File: src/rtl/dram_piso_ctrl.sv
`default_nettype none
// =====================================================================
// dram_piso_ctrl : valid/ready word intake and load/shift sequencing
//                  for the DRAM serializer PISO, LSB first.
// Macro SER_PARITY_EN adds a trailing even-parity slot.   Rev 1.0
// =====================================================================
module dram_piso_ctrl #(
  parameter int WIDTH = 8,
  parameter int GAP   = 1
) (
  input  logic             clk,
  input  logic             rst,
  input  logic             in_valid,
  input  logic [WIDTH-1:0] in_data,
  output logic             in_ready,
  input  logic             abort,
  output logic             piso_load,
  output logic             piso_shift,
  output logic [WIDTH-1:0] piso_data,
  output logic             bit_valid,
  output logic             bit_last,
  output logic             busy,
  output logic             par_bit,
  output logic             par_valid
);

  localparam int CNT_W = $clog2(WIDTH);
  localparam int GAP_W = (GAP > 1) ? $clog2(GAP) : 1;
  localparam logic [CNT_W-1:0] IDX_LAST = CNT_W'(WIDTH - 1);
  localparam logic [GAP_W-1:0] GAP_LAST = GAP_W'((GAP > 0) ? GAP - 1 : 0);
  localparam bit STREAM = (GAP == 0);

  typedef enum logic [1:0] {
    ST_IDLE  = 2'd0,
    ST_SHIFT = 2'd1,
    ST_PAR   = 2'd2,
    ST_GAP   = 2'd3
  } state_t;

  state_t           state_q, state_d;
  state_t           after_word;
  logic [CNT_W-1:0] idx_q, idx_d;
  logic [GAP_W-1:0] gap_q, gap_d;
  logic             last_bit;
  logic             last_serial;
  logic             accept;

  assign last_bit   = (state_q == ST_SHIFT) && (idx_q == IDX_LAST);
  assign after_word = STREAM ? ST_IDLE : ST_GAP;

`ifdef SER_PARITY_EN
  assign last_serial = (state_q == ST_PAR);
`else
  assign last_serial = last_bit;
`endif

  // Ready is decoded from state only; abort blocks any accept that cycle.
  assign in_ready   = !abort && ((state_q == ST_IDLE) || (STREAM && last_serial));
  assign accept     = in_valid && in_ready;
  assign piso_load  = accept;
  assign piso_data  = in_data;
  assign piso_shift = !abort && (state_q == ST_SHIFT) && (idx_q != IDX_LAST);
  assign bit_valid  = (state_q == ST_SHIFT);
  assign bit_last   = last_bit;
  assign busy       = (state_q != ST_IDLE);

  always_comb begin
    state_d = state_q;
    idx_d   = idx_q;
    gap_d   = gap_q;
    if (abort) begin
      state_d = ST_IDLE;
      idx_d   = '0;
      gap_d   = '0;
    end else begin
      case (state_q)
        ST_SHIFT: begin
          if (idx_q != IDX_LAST) begin
            idx_d = idx_q + 1'b1;
          end else begin
            idx_d = '0;
`ifdef SER_PARITY_EN
            state_d = ST_PAR;
`else
            state_d = after_word;
`endif
          end
        end
        ST_PAR:  state_d = after_word;
        ST_GAP: begin
          if (gap_q == GAP_LAST) begin
            state_d = ST_IDLE;
            gap_d   = '0;
          end else begin
            gap_d = gap_q + 1'b1;
          end
        end
        default: state_d = state_q;
      endcase
      // A streaming accept on the final serial cycle restarts with no bubble.
      if (accept) begin
        state_d = ST_SHIFT;
        idx_d   = '0;
      end
    end
  end

  always_ff @(posedge clk or posedge rst) begin
    if (rst) begin
      state_q <= ST_IDLE;
      idx_q   <= '0;
      gap_q   <= '0;
    end else begin
      state_q <= state_d;
      idx_q   <= idx_d;
      gap_q   <= gap_d;
    end
  end

`ifdef SER_PARITY_EN
  logic par_q, par_d;

  always_comb begin
    par_d = par_q;
    if (accept) begin
      par_d = ^in_data;
    end
  end

  always_ff @(posedge clk or posedge rst) begin
    if (rst) begin
      par_q <= 1'b0;
    end else begin
      par_q <= par_d;
    end
  end

  assign par_valid = (state_q == ST_PAR);
  assign par_bit   = par_valid && par_q;
`else
  assign par_valid = 1'b0;
  assign par_bit   = 1'b0;
`endif

endmodule
`default_nettype wire

File: config.mk
export PLATFORM = sky130hd
export DESIGN_NAME = dram_piso_ctrl
export DESIGN_NICKNAME = d
export VERILOG_FILES = /design/src/rtl/dram_piso_ctrl.sv
export SDC_FILE = /design/constraint.sdc
export NUM_CORES = 1
export LEC_CHECK = 0
export CORE_AREA = 2 2 39 41
export CTS_BUF_LIST = sky130_fd_sc_hd__clkbuf_2 sky130_fd_sc_hd__clkbuf_4 sky130_fd_sc_hd__clkbuf_8
export DETAILED_ROUTE_END_ITERATION = 8
export DIE_AREA = 0 0 41 43
export GPL_TIMING_DRIVEN = 0
export PLACE_DENSITY_LB_ADDON = 0.08
export SLEW_MARGIN = 20
export SYNTH_ARGS = -nofsm -noshare
export SYNTH_HDL_FRONTEND = slang
export SYNTH_SLANG_ARGS = --single-unit
File: constraint.sdc
create_clock -name clk -period 1.9 [get_ports clk]
set_input_delay 0.285 -clock clk [delete_from_list [all_inputs] [get_ports clk]]
set_output_delay 0.285 -clock clk [all_outputs]
set_load 0.1 [all_outputs]
==> results of run 1 <==
-- critical path, delay by kind of cell (launching register included) --
family	cells	cell delay, ps
simple gates	2	520
flops	1	380
fa+ha+maj	2	340
buf+inv	1	180
-- cell families (layout without fill, tap and decap cells) --
kind of cell    count (synthesis)  count (layout)  share of synthesized area
simple gates                   13              13                     0.2219
buf+inv                        13              33                     0.2219
compound gates                  7               7                     0.1608
flops                           5               5                     0.3215
fa+ha+maj                       2               2                    0.06430
other cells                     1               2                   0.009637
-- Yosys cell counts (2+ instances only) --
| cell | instances |
|---|---|
| buf_4 | 10 |
| dfrtp_1 | 5 |
| ha_1 | 2 |
| inv_1 | 2 |
| nand2b_1 | 3 |
| nor2b_1 | 2 |
| o21ba_2 | 2 |
| or2_2 | 2 |
-- stage by stage --
step	utilization	TNS, ps	cell area (um2)
after floorplan	-	-139.9	421.7
after global placement	0.4349	-2285	601.8
after detailed placement	0.4349	-2252	601.8
after CTS	0.4629	-69.97	640.6
after global routing	0.4665	-126.9	645.6
final	0.4665	-56.39	645.6
-- report_power, final --
part | internal [mW] | switching (mW)
Combinational | 0.0584 | 0.158
Sequential | 0.111 | 0.00467
Clock | 0.0936 | 0.0430
Total | 0.263 | 0.205
-- layout make-up --
type                       instances  area (um2)  share of cell area
sequential                         5       125.1              0.1938
buffer                            11       78.83              0.1221
inverter                           2       7.507             0.01163
tap                               16       20.02             0.03101
clock buffer                       4       30.03             0.04651
timing repair buffer              16       163.9              0.2539
multi-input combinational         24       220.2              0.3411
-- metal layers --
metal	track usage	up-vias	routed length, um
met4	0.1200	0	34
li1	-	168	-
met1	0.1056	150	285
met3	0.04712	4	64
met5	0	-	0
met2	0.1656	11	433
-- repair_timing --
action	CTS	global route
buffers inserted	0	0
setup endpoints to repair	6	2
pin swaps	2	0
resized for setup	27	2
-- flip-flops by register name (all words and copies together) (netlist names) --
register,cells
idx_q,3
state_q,2
-- worst paths after layout --
check                          from         end  cells after the start
max reg2reg                idx_q[0]    idx_q[0]                      4
min in group clk           idx_q[1]    idx_q[1]                      2
min reg2reg                idx_q[1]    idx_q[1]                      2
max in group asynchronous       rst    idx_q[0]                      2
max                        idx_q[0]  piso_shift                      5
min                             rst  state_q[0]                      2
==> results.yml, run 1 <==
status:
  status: "finished with violations"
  failed_checks: "setup timing"
detailed_routing:
  drc_errors: 0
  routed_via_density: 4.269
  wl_um: 818
  num_vias: 333
  drt_iter0_drc: 0
  drt_pass1_iterations: 1
  drt.antenna.violating_nets: 0
  wl_per_cell_um: 10.49
yosys:
  synthTopCellsByArea: "dfrtp_1 (32%), buf_4 (19%), ha_1 (6.4%)"
  synth_warnings: 0
  ys_seq_area_frac: 0.3215
  synth_edf_count: 0
  synthArstFlopShare: 1.000
  syn-cell-area_um2: 389.1
  ys_seq_elements: 5
  yosysUniqueCellTypes: 21
  syn_area_per_cell_um2: 9.491
  ys.flop_type: "dfrtp_1"
  yosys.area.top_type_share: 0.3215
  yosysTopAreaCell: "dfrtp_1"
  syn_inst: 41
sta:
  clock_skew_ps: 3.038
  setup-violations-final: 1
  slew_viol_final: 0
  finalHoldViolCount: 0
  fin_ws_ps: -56.39
  worst_slew_pin_slew_ps: 965.1
  fin_crit_ps: 1956
  slew_headroom: 0.3546
  rsz0062_at_grt: "yes"
  fmax_ghz: 0.5111
  finalCritPeriodShare: 1.030
  holdWs_ps: 245.3
global_routing:
  grt_pass1_vias: 297
  grt_max_degree: 11
  antenna_found_initial: 0
  grtUsageTotal: 0.1134
  gr-total-overflow: 0
  grt_pass1_wl_um: 1214
clock_tree:
  cts_max_path_buffers: 2
  htree_levels: 1
  cts.hold.buffers_added: 0
  cts.sinks: 5
  path_clk_slew_ps: 40
  cts_root_buf: "clkbuf_4"
  cts_tree: "yes"
  insertion_delay_ps: 240
  cts_buffers: 3
cells_and_area:
  layoutNonFillerInstCount: 78
  num-fill-cells: 154
  nets: 77
  antenna_cells: 0
  drive_gt1_frac: 0.5161
  final_cell_mix: "buf_4 (10), clkdlybuf4s50_1 (10), dfrtp_1 (5)"
  area.growth.synth_to_final_pct: 65.92
worst_setup_path:
  cpMaxStageDelayCell: "or3b_4"
  path_max_fanout: 3
  cp_slowest_stage_delay_ps: 400
  critical_path_class: "reg -> out"
  cp-start-kind: "flop"
  reg2reg_slack_ps: 530
  crit_path_end_kind: "primary output"
  crit_required_ps: 1620
  crit_chain: "ha_2 -> ha_4 -> or3b_4 -> nor2_4 -> buf_12"
  cp.arrival_ps: 1670
floorplanning:
  die_y_um: 43
  start_util: 0.2812
  rows: 14
  core_area_mm2: 0.001384
  die_x_um: 41
  pin_count: 28
  dieArea_mm2: 0.001763
placement:
  place_inst: 74
  io_buffers: 16
  gp_congestion: 0.5854
  detailedPlace.worstSlack_ps: -779.1
  dp_hpwl_um: 640.1
run:
  maxCapViolations: 0
pwr:
  ir_drop_uv: 369.5
  p_leak_nw: 0.2970
  finalPower_mw: 0.4680
  power-per-cell-area_mw_per_mm2: 724.8
worst_hold_path:
  worstHoldPathType: "in -> async"
Note: power is estimated with default switching activity, not from simulation.
==> inputs of run 2 (changes only) <==
--- a/config.mk
+++ b/config.mk
@@ -10,7 +10,7 @@
 export DETAILED_ROUTE_END_ITERATION = 8
 export DIE_AREA = 0 0 41 43
 export GPL_TIMING_DRIVEN = 0
-export PLACE_DENSITY_LB_ADDON = 0.08
+export PLACE_DENSITY = 0.7
 export SLEW_MARGIN = 20
 export SYNTH_ARGS = -nofsm -noshare
 export SYNTH_HDL_FRONTEND = slang
==> run 2 against run 1 <==
  * Sequential power about the same
  * Clock-buffer cell count unchanged
  * Core utilization up 0.54 points
  * The flow still finishes with violations (setup timing)
  * Flip-flop and latch count stayed put
  * Clock skew decreased by 1.6 ps
  * Cell count up 1.3%
  * Non-clock buffer count rose by 1
  * Critical path depth unchanged
  * Via count fell by 2.7%
  * Largest power group unchanged
  * Fmax rose by 1.0%
  * Worst setup slack better by 20 ps
==> results.yml, run 2 (synthesis gave the netlist of run 1 again) <==
status:
  status: "finished with violations"
  failed_checks: "setup timing"
detailed_routing:
  topRoutingLayerUsed: "met3"
  wl_per_cell_um: 9.380
  drc_errors: 0
  wl_um: 741
  drt_iter0_drc: 2
  routed_via_density: 4.101
  drt.antenna.violating_nets: 0
  met2_length_um: 419
  num_vias: 324
  wl_met1_um: 277
  drt_pass1_iterations: 2
  met3WireLength_um: 45
global_routing:
  grt_pass1_wl_um: 1124
  grt_max_degree: 11
  grtUsageTotal: 0.09413
  antenna_found_initial: 0
  gr-total-overflow: 0
  grt_pass1_vias: 284
worst_setup_path:
  reg2reg_slack_ps: 520
  crit_path_end_kind: "primary output"
  cpMaxStageDelayCell: "or3b_4"
  reg2reg_depth: 4
  critical_path_class: "reg -> out"
  path_max_fanout: 3
  cp-start-kind: "flop"
  cp_slowest_stage_delay_ps: 400
  crit_required_ps: 1620
  cp.arrival_ps: 1650
  crit_chain: "ha_2 -> ha_4 -> or3b_4 -> nor2_4 -> buf_12"
  r2r-start: "idx_q[1]"
  r2r-end: "idx_q[0]"
clock_tree:
  htree_levels: 1
  cts_tree: "yes"
  cts_buffers: 3
  cts_max_path_buffers: 2
  cts.sinks: 5
  cts_root_buf: "clkbuf_4"
  cts.hold.buffers_added: 0
  insertion_delay_ps: 230
  path_clk_slew_ps: 40
sta:
  fin_crit_ps: 1936
  fmax_ghz: 0.5164
  slew_viol_final: 0
  slew_headroom: 0.3547
  rsz0062_at_grt: "yes"
  finalHoldViolCount: 0
  fin_ws_ps: -36.32
  worst_slew_pin_slew_ps: 964.9
  holdWs_ps: 239.2
  tns_ps: -36.32
  finalCritPeriodShare: 1.019
  setup-violations-final: 1
  clock_skew_ps: 1.393
cells_and_area:
  reg_top3: "idx_q: 3 flops, state_q: 2 flops"
  area.growth.synth_to_final_pct: 67.85
  final_cell_mix: "buf_4 (11), clkdlybuf4s50_1 (10), dfrtp_1 (5)"
  largest-register: "idx_q"
  antenna_cells: 0
  nets: 78
  largest_reg_flops: 3
  layout_commonest_cell: "buf_4"
  design_area_um2: 653.1
  drive_gt1_frac: 0.5238
placement:
  dp_hpwl_um: 645.1
  placed_area_um2: 601.8
  io_buffers: 16
  gp_congestion: 0.6843
floorplanning:
  rows: 14
  die_x_um: 41
  core_area_mm2: 0.001384
  dieArea_mm2: 0.001763
  pin_count: 28
  start_util: 0.2812
  die_y_um: 43
pwr:
  ir_drop_uv: 343.9
  power-per-cell-area_mw_per_mm2: 709.9
  p_leak_nw: 0.3023
worst_hold_path:
  worstHoldPathType: "in -> async"
run:
  maxCapViolations: 0
==> run 2: report_power, final <==
part / total, mW / internal [mW] / switching [mW]
Clock: 0.131 / 0.0933 / 0.0380
Combinational: 0.217 / 0.0601 / 0.157
Sequential: 0.115 / 0.111 / 0.00446
Total: 0.464 / 0.264 / 0.200
==> run 2: layout make-up <==
cell class | instances | area, um2
Tap cell | 16 | 20.02
Sequential cell | 5 | 125.1
Buffer | 11 | 78.83
Fill cell | 145 | 730.7
Clock buffer | 4 | 30.03
Timing Repair Buffer | 17 | 171.4
Multi-Input combinational cell | 24 | 220.2
Inverter | 2 | 7.507
==> run 2: timing repair <==
| item | in CTS | in global routing |
|---|---|---|
| pin swaps | 2 | 0 |
| resized for setup | 27 | 2 |
| endpoints found under the setup margin | 6 | 3 |
| setup buffers | 0 | 1 |
| gates cloned | 0 | 0 |
==> run 2: per-layer routing <==
metal / up-vias / GRT usage
met3: 0 / 0.01571
li1: 170 / -
met5: - / 0
met1: 146 / 0.1155
met4: 0 / 0.06000
met2: 8 / 0.1438
==> run 2: worst max-delay path by stage <==
| stage | end | cells after the start | slack (ps) | start |
|---|---|---|---|---|
| 5_1_grt | piso_shift | 5 | -90 | idx_q[1] |
| 2_1_floorplan | piso_load | 3 | -140 | abort |
| 3_3_place_gp | piso_shift | 5 | -750 | idx_q[0] |
| 6_report | piso_shift | 5 | -40 | idx_q[1] |
| 3_5_place_dp | piso_shift | 5 | -780 | idx_q[0] |
| 4_1_cts | piso_shift | 5 | -70 | idx_q[0] |
==> run 2: stage by stage <==
stage	setup slack (ps)	power [mW]	utilization	instances
finish	-36.32	0.4637	0.4720	79
detailed placement	-782.0	0.3327	0.4349	74
floorplan	-138.2	0.2949	-	42
global route	-91.24	0.4861	0.4720	79
CTS	-71.39	0.4707	0.4629	78
global placement	-754.9	0.3308	0.4349	74
==> run 2: worst max-delay path, delay by kind of cell, from the launching register on <==
| kind | cells | cell delay [ps] |
|---|---|---|
| AND/OR/NAND/NOR | 2 | 510 |
| flip-flops | 1 | 370 |
| adder cells (fa/ha/maj) | 2 | 350 |
| buffers and inverters | 1 | 180 |
